--- config.mk ---
export PLATFORM = sky130hd
export DESIGN_NAME = cpu_traffic_initiator
export DESIGN_NICKNAME = d
export VERILOG_FILES = /design/src/rtl/cpu_traffic_initiator.sv
export SDC_FILE = /design/constraint.sdc
export NUM_CORES = 1
export LEC_CHECK = 0
export BUFFER_PORTS_ARGS = -buffer_cell sky130_fd_sc_hd__buf_4
export CORE_ASPECT_RATIO = 0.6
export CORE_MARGIN = 1
export CORE_UTILIZATION = 30
export CTS_BUF_LIST = sky130_fd_sc_hd__clkbuf_4 sky130_fd_sc_hd__clkbuf_8
export CTS_CLUSTER_DIAMETER = 200
export DETAILED_ROUTE_END_ITERATION = 8
export PLACE_DENSITY = 0.62
export SYNTH_ARGS = -nofsm -noshare
export SYNTH_HDL_FRONTEND = slang
export SYNTH_SLANG_ARGS = --single-unit
--- constraint.sdc ---
create_clock -name i_cpu_ck -period 3.5 [get_ports i_cpu_ck]
set_input_delay 0.525 -clock i_cpu_ck [delete_from_list [all_inputs] [get_ports i_cpu_ck]]
set_output_delay 0.525 -clock i_cpu_ck [all_outputs]
set_load 0.005 [all_outputs]
--- src/rtl/cpu_traffic_initiator.sv ---
// CPU-port transaction initiator: queues requests, issues one command at a time, sources write
// bursts and sinks read bursts. Define CPU_INIT_CHECK_EN to build the read-data/stray-beat checker.
module cpu_traffic_initiator #(
    parameter int unsigned ADDR_W     = 27,
    parameter int unsigned DATA_W     = 64,
    parameter int unsigned BURST_LEN  = 8,
    parameter int unsigned FIFO_DEPTH = 4,
    parameter int unsigned TIMEOUT    = 1024
) (
    input  logic              i_cpu_ck,
    input  logic              i_cpu_rst_n,
    input  logic              i_req_valid,
    output logic              o_req_ready,
    input  logic              i_req_wr,
    input  logic [ADDR_W-1:0] i_req_addr,
    output logic              o_cpu_valid,
    input  logic              i_cpu_ready,
    output logic              o_cpu_wr,
    output logic [ADDR_W-1:0] o_cpu_addr,
    output logic              o_cpu_wvalid,
    output logic [DATA_W-1:0] o_cpu_wdata,
    input  logic              i_cpu_wready,
    input  logic              i_cpu_rvalid,
    input  logic [DATA_W-1:0] i_cpu_rdata,
    output logic              o_busy,
    output logic [15:0]       o_done_cnt,
    output logic [15:0]       o_err_cnt,
    output logic              o_timeout
);
    localparam int unsigned PTR_W  = (FIFO_DEPTH > 1) ? $clog2(FIFO_DEPTH) : 1;
    localparam int unsigned CNT_W  = $clog2(FIFO_DEPTH + 1);
    localparam int unsigned BEAT_W = $clog2(BURST_LEN);
    localparam int unsigned TMR_W  = $clog2(TIMEOUT);

    typedef enum logic [1:0] {StIdle, StCmd, StWdata, StRdata} state_e;

    state_e            r_state;
    logic [ADDR_W-1:0] r_fifo_addr [FIFO_DEPTH];
    logic              r_fifo_wr   [FIFO_DEPTH];
    logic [PTR_W-1:0]  r_wptr;
    logic [PTR_W-1:0]  r_rptr;
    logic [CNT_W-1:0]  r_count;
    logic [BEAT_W-1:0] r_beat;
    logic [TMR_W-1:0]  r_timer;

    logic              w_push;
    logic              w_pop;
    logic [CNT_W-1:0]  w_count_nxt;
    logic              w_fifo_nempty_nxt;
    logic [BEAT_W-1:0] w_beat_inc;
    logic              w_last;
    logic              w_progress;
    logic              w_abort;
    logic [15:0]       w_done_sat;

    function automatic logic [DATA_W-1:0] pat(input logic [ADDR_W-1:0] addr,
                                              input logic [BEAT_W-1:0] beat);
        logic [DATA_W-1:0] p;
        p             = '0;
        p[8 +: ADDR_W] = addr;
        p[7:0]        = 8'(beat);
        return p;
    endfunction

    function automatic logic [PTR_W-1:0] ptr_inc(input logic [PTR_W-1:0] ptr);
        return (ptr == PTR_W'(FIFO_DEPTH - 1)) ? '0 : ptr + PTR_W'(1);
    endfunction

    assign o_req_ready       = (r_count != CNT_W'(FIFO_DEPTH));
    assign w_push            = i_req_valid && o_req_ready;
    assign w_pop             = (r_state == StIdle) && (r_count != '0);
    assign w_count_nxt       = r_count + CNT_W'(w_push) - CNT_W'(w_pop);
    assign w_fifo_nempty_nxt = (w_count_nxt != '0);
    assign w_beat_inc        = r_beat + BEAT_W'(1);
    assign w_last            = (r_beat == BEAT_W'(BURST_LEN - 1));
    assign w_done_sat        = (o_done_cnt == 16'hFFFF) ? o_done_cnt : o_done_cnt + 16'd1;

    always_comb begin
        w_progress = 1'b0;
        unique case (r_state)
            StCmd:   w_progress = i_cpu_ready;
            StWdata: w_progress = i_cpu_wready;
            StRdata: w_progress = i_cpu_rvalid;
            default: w_progress = 1'b0;
        endcase
    end

    // Abort fires on the stall cycle that would take the timer past TIMEOUT-1.
    assign w_abort = (r_state != StIdle) && !w_progress && (r_timer == TMR_W'(TIMEOUT - 1));

    always_ff @(posedge i_cpu_ck or negedge i_cpu_rst_n) begin
        if (!i_cpu_rst_n) begin
            r_wptr  <= '0;
            r_rptr  <= '0;
            r_count <= '0;
        end else begin
            if (w_push) r_wptr <= ptr_inc(r_wptr);
            if (w_pop)  r_rptr <= ptr_inc(r_rptr);
            r_count <= w_count_nxt;
        end
    end

    always_ff @(posedge i_cpu_ck) begin
        if (w_push) begin
            r_fifo_addr[r_wptr] <= i_req_addr;
            r_fifo_wr[r_wptr]   <= i_req_wr;
        end
    end

    always_ff @(posedge i_cpu_ck or negedge i_cpu_rst_n) begin
        if (!i_cpu_rst_n) begin
            r_state      <= StIdle;
            r_beat       <= '0;
            r_timer      <= '0;
            o_cpu_valid  <= 1'b0;
            o_cpu_wr     <= 1'b0;
            o_cpu_addr   <= '0;
            o_cpu_wvalid <= 1'b0;
            o_cpu_wdata  <= '0;
            o_busy       <= 1'b0;
            o_done_cnt   <= '0;
            o_timeout    <= 1'b0;
        end else begin
            o_busy <= 1'b1;
            if (r_state != StIdle) begin
                r_timer <= w_progress ? '0 : r_timer + TMR_W'(1);
            end
            unique case (r_state)
                StIdle: begin
                    if (w_pop) begin
                        o_cpu_valid <= 1'b1;
                        o_cpu_wr    <= r_fifo_wr[r_rptr];
                        o_cpu_addr  <= r_fifo_addr[r_rptr];
                        r_beat      <= '0;
                        r_timer     <= '0;
                        r_state     <= StCmd;
                    end else begin
                        o_busy <= w_fifo_nempty_nxt;
                    end
                end
                StCmd: begin
                    if (i_cpu_ready) begin
                        o_cpu_valid <= 1'b0;
                        if (o_cpu_wr) begin
                            o_cpu_wvalid <= 1'b1;
                            o_cpu_wdata  <= pat(o_cpu_addr, '0);
                            r_state      <= StWdata;
                        end else begin
                            r_state <= StRdata;
                        end
                    end
                end
                StWdata: begin
                    if (i_cpu_wready) begin
                        r_beat      <= w_beat_inc;
                        o_cpu_wdata <= pat(o_cpu_addr, w_beat_inc);
                        if (w_last) begin
                            o_cpu_wvalid <= 1'b0;
                            o_done_cnt   <= w_done_sat;
                            o_busy       <= w_fifo_nempty_nxt;
                            r_state      <= StIdle;
                        end
                    end
                end
                StRdata: begin
                    if (i_cpu_rvalid) begin
                        r_beat <= w_beat_inc;
                        if (w_last) begin
                            o_done_cnt <= w_done_sat;
                            o_busy     <= w_fifo_nempty_nxt;
                            r_state    <= StIdle;
                        end
                    end
                end
                default: r_state <= StIdle;
            endcase
            if (w_abort) begin
                o_cpu_valid  <= 1'b0;
                o_cpu_wvalid <= 1'b0;
                o_timeout    <= 1'b1;
                o_busy       <= w_fifo_nempty_nxt;
                r_state      <= StIdle;
            end
        end
    end

`ifdef CPU_INIT_CHECK_EN
    logic w_err;

    // Any beat outside a read burst is stray; inside one it must match the address pattern.
    assign w_err = i_cpu_rvalid &&
                   ((r_state != StRdata) || (i_cpu_rdata != pat(o_cpu_addr, r_beat)));

    always_ff @(posedge i_cpu_ck or negedge i_cpu_rst_n) begin
        if (!i_cpu_rst_n) begin
            o_err_cnt <= '0;
        end else if (w_err && (o_err_cnt != 16'hFFFF)) begin
            o_err_cnt <= o_err_cnt + 16'd1;
        end
    end
`else
    logic w_unused_rdata;

    assign w_unused_rdata = ^i_cpu_rdata;
    assign o_err_cnt      = '0;
`endif

endmodule

==> results of run 1 <==
metal layers:
layer | up-vias | part of all wire | wire (um) | global-route usage
met5 | - | 0 | 0 | 0
met4 | 0 | 0.017 | 309 | 0.0381
met3 | 31 | 0.071 | 1290 | 0.0437
met2 | 148 | 0.43 | 7750 | 0.180
met1 | 2440 | 0.48 | 8720 | 0.172
li1 | 2209 | - | - | -
cell families (layout without fill, tap and decap cells):
family                   count (synthesis)  after routing  share of synthesized area
other                                    1             50                   0.000425
buffers and inverters                   82            197                     0.0583
adder cells (fa/ha/maj)                 12             12                     0.0179
multiplexers                            94             94                      0.155
XOR/XNOR                                18             18                     0.0179
AND/OR/NAND/NOR                         93             93                     0.0606
AO/OA/AOI/OAI                           30             30                     0.0240
flip-flops                             212            212                      0.665
final timing paths:
| path | to | slack, ns | cells past startpoint |
|---|---|---|---|
| setup / recovery | o_busy$_DFF_PN0_ | 0.74 | 12 |
| max in group asynchronous | o_cpu_addr[3]$_DFFE_PN0P_ | 2.72 | 2 |
| hold reg to reg | o_timeout$_DFFE_PN0P_ | 0.48 | 1 |
| setup reg to reg | o_busy$_DFF_PN0_ | 0.74 | 12 |
| hold / removal | o_timeout$_DFFE_PN0P_ | 0.05 | 1 |
| min in group i_cpu_ck | r_fifo_addr[0][10]$_DFFE_PP_ | 0.18 | 1 |
area by class of cell:
class	instances	area share
Tap cell	375	0.0439
Sequential cell	212	0.550
Timing Repair Buffer	120	0.0867
Clock buffer	60	0.0656
Multi-Input combinational cell	297	0.246
Inverter	13	0.00457
Clock inverter	4	0.00352
per-stage QoR:
| step | std cells | power (mW) | area (um2) |
|---|---|---|---|
| 6_report | 1081 | 8.67 | 10700 |
| 5_1_grt | 1081 | 9.24 | 10700 |
| 4_1_cts | 1081 | 8.86 | 10700 |
| 3_5_place_dp | 1017 | 6.52 | 9940 |
| 3_3_place_gp | 1017 | 6.47 | 9940 |
| 2_1_floorplan | 591 | 5.34 | 9000 |
registers in the layout, summed over array words and instances, names as in the netlist:
| signal | flops |
|---|---|
| r_beat | 3 |
| o_cpu_addr | 27 |
| r_wptr | 2 |
| o_cpu_valid | 1 |
| r_fifo_addr | 108 |
| o_cpu_wdata | 30 |
| o_cpu_wr | 1 |
| r_state | 2 |
| o_done_cnt | 16 |
| r_timer | 10 |
| r_rptr | 2 |
| r_count | 3 |
| o_busy | 1 |
| r_fifo_wr | 4 |
| o_cpu_wvalid | 1 |
| o_timeout | 1 |
report_power, final:
group	switching [mW]	total (mW)	internal, mW
clock	1.00	2.27	1.27
combinational	1.06	2.49	1.43
sequential	0.518	3.91	3.39
critical path: stages, from the launching register on:
cell and delay (ns):
dfrtp_1 0.40, nor3_1 0.22, buf_4 0.17, nand2b_2 0.12, inv_1 0.05, ha_1 0.26, inv_1 0.04, ha_1 0.19
fa_1 0.38, xor2_1 0.16, xnor2_1 0.14, nor3_1 0.32, o31ai_1 0.15
synth_stat cells (all sizes together):
master,n
and2,3
a31oi,1
xor2,10
o21bai,1
a32oi,2
nor2,22
xnor2,8
nor4bb,1
o21ai,7
inv,13
a21oi,4
nand3,12
nand2,14
nor3,8
buf,61
dfrtp,100
a32o,4
or3,1
or2,3
nor4,5
nor4b,2
fa,1
nor3b,1
mux4,28
ha,11
nand4,11
o2111ai,1
clkbuf,8
o31ai,3
mux2,63
nand2b,3
and3,5
o211ai,2
a22o,1
a21o,2
o21a,2
nor2b,2
conb,1
mux2i,3
edfxtp,112
==> flow_metrics.py, run 1 <==
metrics = {
    "finish": {
        "layout_commonest_cell": "buf_4",
        "final_net_count": 789,
        "layout-drive-gt1-share": 0.411,
        "mostFrequentLayoutCells": "buf_4, edfxtp_1, dfrtp_1, mux2_2, conb_1",
        "antenna_cells": 0,
        "multi_input_area_um2": 2630,
        "post-route-util": 0.370,
        "layout.area.seq_um2": 5870,
        "area_delta_synth_final_pct": 21.1,
        "nFillCells": 2772,
    },
    "worst_hold_path": {
        "hold_path_class": "in -> async",
    },
    "floorplanning": {
        "core_um2": 28800,
        "die-area_um2": 30100,
        "num_rows": 48,
        "die_width_um": 223,
        "die-height_um": 135,
        "start_util": 0.306,
        "io_pins": 227,
    },
    "global_routing": {
        "grt_usage": 0.123,
        "antenna_found_initial": 0,
        "gr-total-overflow": 0,
        "grt_pass1_vias": 4803,
        "grt_max_degree": 54,
        "grt_pass1_wl_mm": 28.0,
    },
    "logic_synthesis": {
        "synth_area_um2": 8810,
        "ys_seq_area_frac": 0.665,
        "synth_cell_types": 46,
        "yosys_warnings": 0,
        "synth_area_leaders": "edfxtp_1, dfrtp_1, mux2_2",
        "syn-instance-count": 542,
        "avgSynthCellArea_um2": 16.3,
        "ys_ff_latch": 212,
        "synth_area_leader_cell": "edfxtp_1",
        "synthDominantCellAreaShare": 0.382,
    },
    "timing": {
        "fin_crit_sh": 0.788,
        "worst_slack_ns": 0.743,
        "finalHoldViolCount": 0,
        "fin_setup_tns_ns": 0,
        "fin_crit_ns": 2.76,
        "rsz0062_at_grt": "no",
        "fin_skew_ns": 0.0298,
        "fmaxAchievable_mhz": 363,
        "worstMarginPinSlew_ns": 0.870,
        "holdWs_ns": 0.0539,
        "setup_viol": 0,
        "relSlewSlack": 0.420,
        "final-max-slew-violation-count": 0,
    },
    "route": {
        "post_drt_wl_per_cell_um": 16.7,
        "vias": 4828,
        "vias_per_cell": 4.47,
        "first_pass_iters": 6,
        "finalWirelength_mm": 18.1,
        "ant_nets": 0,
        "drt-initial-drc-count": 312,
        "drc": 0,
    },
    "clock_tree": {
        "clockBufferDepth": 3,
        "cts_setup_buffers": 0,
        "cts_hold_buf": 0,
        "cts_tree": "yes",
        "cts_buffers": 35,
        "root_buffer": "clkbuf_8",
        "worst_skew_pair.late_latency_ns": 0.54,
        "ctsResizeCount": 0,
        "path_clk_slew_ns": 0.06,
        "htreeDepth": 2,
        "cts_sinks": 212,
    },
    "critical_path": {
        "critPathLaunch": "r_count[2]$_DFF_PN0_",
        "worstSetupEndpointType": "register",
        "start_kind": "register",
        "crit_fanout": 5,
        "worstSetupPathType": "reg -> reg",
        "critical_path_arrival_ns": 3.13,
        "required_ns": 3.87,
        "r2r-start": "r_count[2]$_DFF_PN0_",
    },
    "placement": {
        "dp_slack_ns": 0.801,
        "hpwl_mm": 11.3,
        "place.port_buffers": 112,
        "place_congestion": 0.808,
    },
    "power_and_ir_drop": {
        "leakage_nw": 4.26,
        "peakVddDrop_uv": 371,
        "cellPowerDensity_nw_per_um2": 812,
    },
    "run": {
        "max_cap_violations": 0,
    },
    "run_status": {
        "status": "finished, final reports clean",
    },
}
(Power assumes the default switching activity.)
==> run 2, diff against run 1 <==
--- a/config.mk
+++ b/config.mk
@@ -5,6 +5,7 @@
 export SDC_FILE = /design/constraint.sdc
 export NUM_CORES = 1
 export LEC_CHECK = 0
+export ABC_AREA = 1
 export BUFFER_PORTS_ARGS = -buffer_cell sky130_fd_sc_hd__buf_4
 export CORE_ASPECT_RATIO = 0.6
 export CORE_MARGIN = 1
==> constraint.sdc (replaced) <==
create_clock -name i_cpu_ck -period 2.8 [get_ports i_cpu_ck]
set_input_delay 0.42 -clock i_cpu_ck [delete_from_list [all_inputs] [get_ports i_cpu_ck]]
set_output_delay 0.42 -clock i_cpu_ck [all_outputs]
set_load 0.005 [all_outputs]
==> run 2 against run 1 <==
Net effect: global-route usage up 1.5 points; design area up 1.3%; non-clock buffer count up 9; sequential power up 18%; critical path type unchanged; critical endpoint unchanged.
==> flow_metrics.py, run 2 <==
metrics = {
    "critical_path": {
        "r2r-start": "r_state[0]$_DFFE_PN0P_",
        "crit_top_cell": "inv_1",
        "critical_path_arrival_ns": 2.91,
        "start_kind": "register",
        "cp_slowest_cell": "dfrtp_1",
        "critPathLaunch": "r_state[0]$_DFFE_PN0P_",
        "cp_cell_sequence": "inv_1, nand2_2, inv_1, nand2_1, inv_2, ha_1, inv_1, ha_1, fa_1, xnor2_1, xor2_1, nor3_1, o21ai_0",
        "worstSetupPathType": "reg -> reg",
        "r2r_cells": 13,
        "worstSetupEndpointType": "register",
        "required_ns": 3.21,
        "crit_fanout": 6,
        "r2r_slack_ns": 0.31,
        "slowest_delay_ns": 0.44,
    },
    "logic_synthesis": {
        "synth_area_um2": 8980,
        "avgSynthCellArea_um2": 10.7,
        "ys_ff_latch": 212,
        "synth_area_leaders": "edfxtp_1, dfrtp_1, o21ai_0",
        "yosys_warnings": 0,
        "syn-instance-count": 837,
        "synth_top_flop_cell": "edfxtp_1",
        "synth_area_leader_cell": "edfxtp_1",
        "synthDominantCellAreaShare": 0.374,
        "ys_seq_area_frac": 0.653,
        "synthTopCellsByCount": "nand2_1, nor2_1, edfxtp_1",
        "synth_cell_types": 32,
        "async_reset_ff_frac": 0.472,
        "synth_edf_count": 112,
    },
    "clock_tree": {
        "cts_buffers": 34,
        "root_buffer": "clkbuf_8",
        "worst_skew_pair.late_latency_ns": 0.55,
        "path_clk_slew_ns": 0.07,
        "cts_sinks": 212,
        "htreeDepth": 2,
        "clockBufferDepth": 3,
        "cts_setup_buffers": 0,
        "cts_tree": "yes",
    },
    "route": {
        "first_pass_iters": 4,
        "post_drt_wl_per_cell_um": 15.1,
        "vias": 6103,
        "wl_met1_mm": 10.1,
        "ant_nets": 0,
        "drc": 0,
        "finalWirelength_mm": 21.0,
        "met3_length_mm": 1.53,
        "drt-initial-drc-count": 332,
        "dr_wl_met2_mm": 9.09,
        "top_layer": "met5",
        "vias_per_cell": 4.38,
    },
    "run_status": {
        "status": "finished, final reports clean",
    },
    "finish": {
        "layout-drive-gt1-share": 0.200,
        "top_register": "r_fifo_addr",
        "layout_commonest_cell": "buf_4",
        "final_net_count": 1078,
        "reg_top3": "r_fifo_addr x108, o_cpu_wdata x30, o_cpu_addr x27",
        "mostFrequentLayoutCells": "buf_4, nand2_1, nor2_1, edfxtp_1, dfrtp_1",
        "layout.area.seq_um2": 5870,
        "multi_input_area_um2": 2520,
        "antenna_cells": 0,
        "largest_reg_flops": 108,
        "area_delta_synth_final_pct": 20.4,
        "nFillCells": 2884,
    },
    "timing": {
        "worstMarginPinSlew_ns": 0.736,
        "setup_viol": 0,
        "fin_skew_ns": 0.0422,
        "finalHoldViolCount": 0,
        "worst_slack_ns": 0.305,
        "fin_crit_sh": 0.891,
        "fin_crit_ns": 2.49,
        "rsz0062_at_grt": "no",
        "fmaxAchievable_mhz": 401,
        "relSlewSlack": 0.510,
        "final-max-slew-violation-count": 0,
        "fin_setup_tns_ns": 0,
    },
    "floorplanning": {
        "start_util": 0.309,
        "die-area_um2": 30700,
        "core_um2": 29100,
        "die_width_um": 225,
        "num_rows": 48,
        "die-height_um": 136,
        "io_pins": 227,
    },
    "placement": {
        "hpwl_mm": 13.7,
        "place.port_buffers": 112,
        "dp_slack_ns": 0.293,
        "place_congestion": 0.813,
    },
    "global_routing": {
        "grt_max_degree": 62,
        "gr-total-overflow": 0,
        "grt_pass1_vias": 5862,
        "grt_usage": 0.138,
        "grt_pass1_wl_mm": 32.5,
        "antenna_found_initial": 1,
    },
    "power_and_ir_drop": {
        "cellPowerDensity_nw_per_um2": 987,
        "leakage_nw": 4.55,
        "peakVddDrop_uv": 454,
    },
    "worst_hold_path": {
        "hold_start": "i_req_addr[16]",
        "holdPathStages": 1,
        "hold_path_class": "in -> reg",
    },
    "run": {
        "max_cap_violations": 0,
    },
}
-- run 2: cell types whose count changed after synthesis, moves of 30 or more --
| cell | change |
|---|---|
| o21ai_0 | +90 |
| mux2_2 | -61 |
| a21oi_1 | +30 |
| inv_1 | +54 |
| nor2_1 | +95 |
| nand2_1 | +103 |
-- run 2: power by group --
part / total [mW] / switching [mW] / leakage (nW) / internal (mW)
logic: 3.34 / 2.01 / 1.92 / 1.32
clock network: 2.73 / 1.26 / 0.355 / 1.47
registers: 4.61 / 0.421 / 2.28 / 4.18
total: 10.7 / 3.70 / 4.55 / 6.98
-- run 2: path summary, 6_finish.rpt --
kind                                                      to
min in group asynchronous          o_cpu_addr[0]$_DFFE_PN0P_
max in group asynchronous         o_cpu_addr[15]$_DFFE_PN0P_
worst min register to register         o_timeout$_DFFE_PN0P_
worst max-delay path                        o_busy$_DFF_PN0_
worst max register to register              o_busy$_DFF_PN0_
worst min-delay path            r_fifo_addr[0][16]$_DFFE_PP_
-- run 2: worst max-delay path, delay by kind of cell, from the launching register on --
kind,cells,cell delay [ns]
and+or+nand+nor,3,0.39
buffers and inverters,4,0.33
adders and majority gates,3,0.82
DFF,1,0.44
xor gates and xnor gates,2,0.29
AOI/OAI and AO/OA,1,0.10
-- run 2: cell type report --
type	instances	share of cell area
clock buffer	43	0.0501
clock inverter	19	0.0132
inverter	69	0.0240
multi-input combinational	522	0.233
sequential	212	0.543
tap	400	0.0463
timing repair buffer	129	0.0910
-- run 2: what timing repair did --
action | in CTS | in global routing
hold buffers | 1 | 0
endpoints found under the hold margin | 50 | 0
resized for setup | 0 | 0
-- run 2: kinds of logic after synthesis --
group / Yosys count / share of synthesized area
buffers and inverters: 152 / 0.0891
AO/OA/AOI/OAI: 168 / 0.0985
XOR/XNOR: 18 / 0.0176
AND/OR/NAND/NOR: 273 / 0.123
flip-flops: 212 / 0.653
other: 1 / 0.000417
multiplexers: 1 / 0.00125
adder cells (fa/ha/maj): 12 / 0.0176
-- run 2: per-layer routing --
layer / global-route usage / up-vias
met5: 0 / -
li1: - / 2963
met3: 0.0417 / 33
met1: 0.195 / 2937
met2: 0.205 / 168
met4: 0.0385 / 2
-- run 2: metrics by stage --
| step | cells | util | hold WS, ns | total power, mW | area, um2 |
|---|---|---|---|---|---|
| 2_1_floorplan | 886 | - | 0.124 | 6.56 | 9170 |
| 3_3_place_gp | 1331 | 0.348 | 0.471 | 7.96 | 10100 |
| 3_5_place_dp | 1331 | 0.348 | 0.466 | 8.06 | 10100 |
| 4_1_cts | 1394 | 0.372 | 0.0269 | 10.8 | 10800 |
| 5_1_grt | 1394 | 0.372 | 0.0361 | 11.4 | 10800 |
| 6_report | 1394 | 0.372 | 0.0692 | 10.7 | 10800 |
==> run 3, diff against run 2 <==
--- a/config.mk
+++ b/config.mk
@@ -14,6 +14,7 @@
 export CTS_CLUSTER_DIAMETER = 200
 export DETAILED_ROUTE_END_ITERATION = 8
 export PLACE_DENSITY = 0.62
+export RECOVER_POWER = 100
 export SYNTH_ARGS = -nofsm -noshare
 export SYNTH_HDL_FRONTEND = slang
 export SYNTH_SLANG_ARGS = --single-unit
==> run 3 against run 2 <==
Net effect: die area did not move; global-route usage did not move; sequential cell count did not move; design area fell by 2.0%.
==> flow_metrics.py, run 3 (synthesized netlist as in run 2, its figures left out) <==
metrics = {
    "run_status": {
        "status": "finished, final reports clean",
    },
    "finish": {
        "largest_reg_flops": 108,
        "reg_top3": "r_fifo_addr x108, o_cpu_wdata x30, o_cpu_addr x27",
        "multi_input_area_um2": 2490,
        "layout.area.seq_um2": 5870,
        "nFillCells": 2948,
        "antenna_cells": 0,
        "layout-drive-gt1-share": 0.145,
        "final_net_count": 1078,
        "top_register": "r_fifo_addr",
        "mostFrequentLayoutCells": "nor2_1, nand2_1, edfxtp_1, o21ai_0, dfrtp_1",
        "area_delta_synth_final_pct": 17.9,
    },
    "power_and_ir_drop": {
        "p_seq_frac": 0.438,
        "leakage_nw": 4.33,
        "pwr-share-clk": 0.259,
        "power_frac_comb": 0.303,
        "cellPowerDensity_nw_per_um2": 991,
        "peakVddDrop_uv": 444,
        "p_sw_frac": 0.350,
        "p_total_mw": 10.5,
        "switchingPower_mw": 3.67,
        "p_int_mw": 6.83,
    },
    "worst_hold_path": {
        "hold_start": "i_req_addr[6]",
        "hold_path_end": "r_fifo_addr[1][6]$_DFFE_PP_",
        "holdPathStages": 1,
        "hold_path_class": "in -> reg",
    },
    "route": {
        "vias_per_cell": 4.35,
        "drc": 0,
        "finalWirelength_mm": 20.9,
        "vias": 6069,
        "post_drt_wl_per_cell_um": 15.0,
        "ant_nets": 0,
        "drt-initial-drc-count": 357,
        "first_pass_iters": 5,
    },
    "critical_path": {
        "start_kind": "register",
        "worstSetupPathType": "reg -> reg",
        "r2r_end": "o_busy$_DFF_PN0_",
        "required_ns": 3.21,
        "r2r-start": "r_state[0]$_DFFE_PN0P_",
        "critical_path_arrival_ns": 2.90,
        "r2r_cells": 13,
        "crit_fanout": 6,
        "r2r_slack_ns": 0.31,
        "worstSetupEndpointType": "register",
    },
    "clock_tree": {
        "cts_buffers": 34,
        "cts_tree": "yes",
        "ctsResizeCount": 0,
        "path_clk_slew_ns": 0.06,
        "htreeDepth": 2,
        "root_buffer": "clkbuf_8",
        "worst_skew_pair.late_latency_ns": 0.55,
        "cts_sinks": 212,
        "clockBufferDepth": 3,
        "cts_setup_buffers": 0,
    },
    "floorplanning": {
        "die_width_um": 225,
        "die-height_um": 136,
        "core_um2": 29100,
        "start_util": 0.309,
        "die-area_um2": 30700,
        "io_pins": 227,
        "num_rows": 48,
    },
    "timing": {
        "fin_crit_ns": 2.49,
        "relSlewSlack": 0.0422,
        "worstMarginPinSlew_ns": 1.44,
        "fin_setup_tns_ns": 0,
        "fin_skew_ns": 0.0397,
        "fmaxAchievable_mhz": 401,
        "rsz0062_at_grt": "no",
        "finalHoldViolCount": 0,
        "fin_crit_sh": 0.890,
        "final-max-slew-violation-count": 0,
        "setup_viol": 0,
    },
    "global_routing": {
        "antenna_found_initial": 2,
        "gr-total-overflow": 0,
        "grt_usage": 0.138,
        "grt_pass1_vias": 5862,
        "grt_max_degree": 62,
        "grt_pass1_wl_mm": 32.5,
    },
    "placement": {
        "place.port_buffers": 112,
        "place_congestion": 0.813,
        "hpwl_mm": 13.7,
    },
    "run": {
        "max_cap_violations": 0,
    },
}
==> run 3: area by class of cell <==
cell class                      instances  share of cell area
Sequential cell                       212               0.554
Inverter                               69              0.0245
Multi-Input combinational cell        522               0.235
Clock inverter                         19              0.0135
Clock buffer                           43              0.0511
Tap cell                              400              0.0472
Timing Repair Buffer                  129              0.0744
==> run 3: power groups by stage <==
stage          Combinational [mW]  Sequential (mW)  Clock, mW
6_report                     3.18             4.60       2.72
3_5_place_dp                 3.40             4.65          0
4_1_cts                      3.41             4.61       2.83
5_1_grt                      3.62             4.70       2.95
2_1_floorplan                1.93             4.62          0
3_3_place_gp                 3.32             4.63          0
==> run 3: how the worst max path moves through the flow <==
stage,startpoint,endpoint,slack [ns],cells past startpoint
floorplan,r_state[0]$_DFFE_PN0P_,o_busy$_DFF_PN0_,0.30,14
global placement,r_state[1]$_DFFE_PN0P_,o_busy$_DFF_PN0_,0.37,13
detailed placement,r_state[0]$_DFFE_PN0P_,o_busy$_DFF_PN0_,0.29,13
CTS,r_state[0]$_DFFE_PN0P_,o_busy$_DFF_PN0_,0.29,13
global route,r_state[0]$_DFFE_PN0P_,o_cpu_wdata[33]$_DFFE_PN0P_,0.09,7
finish,r_state[0]$_DFFE_PN0P_,o_busy$_DFF_PN0_,0.31,13
==> run 3: critical path, stage by stage, from the launching register on <==
cell and delay [ns]:
dfrtp_1 0.45, inv_1 0.14, nand2_2 0.14, inv_1 0.10, nand2_1 0.10, inv_1 0.06, ha_1 0.26, inv_1 0.04
ha_1 0.18, fa_1 0.38, xnor2_1 0.14, xor2_1 0.15, nor3_1 0.14, o21ai_0 0.10
==> run 3: metal layers <==
layer | GRT usage | routed length [um] | vias to the layer above
li1 | - | - | 2963
met3 | 0.0417 | 1270 | 33
met4 | 0.0385 | 311 | 4
met2 | 0.205 | 8920 | 140
met5 | 0 | 23 | -
met1 | 0.195 | 10400 | 2929
==> run 3: per-stage QoR <==
step	util	area [um2]	hold slack [ns]	setup slack [ns]	std cells
finish	0.364	10600	0.136	0.308	1394
global route	0.364	10600	0.123	0.0887	1394
floorplan	-	9170	0.124	0.301	886
detailed placement	0.348	10100	0.466	0.293	1331
CTS	0.372	10800	0.0269	0.289	1394
global placement	0.348	10100	0.471	0.375	1331
==> run 3: repair_timing <==
item,in CTS,in global routing
hold endpoints to repair,50,0
endpoints found under the setup margin,0,0
hold buffers,1,0
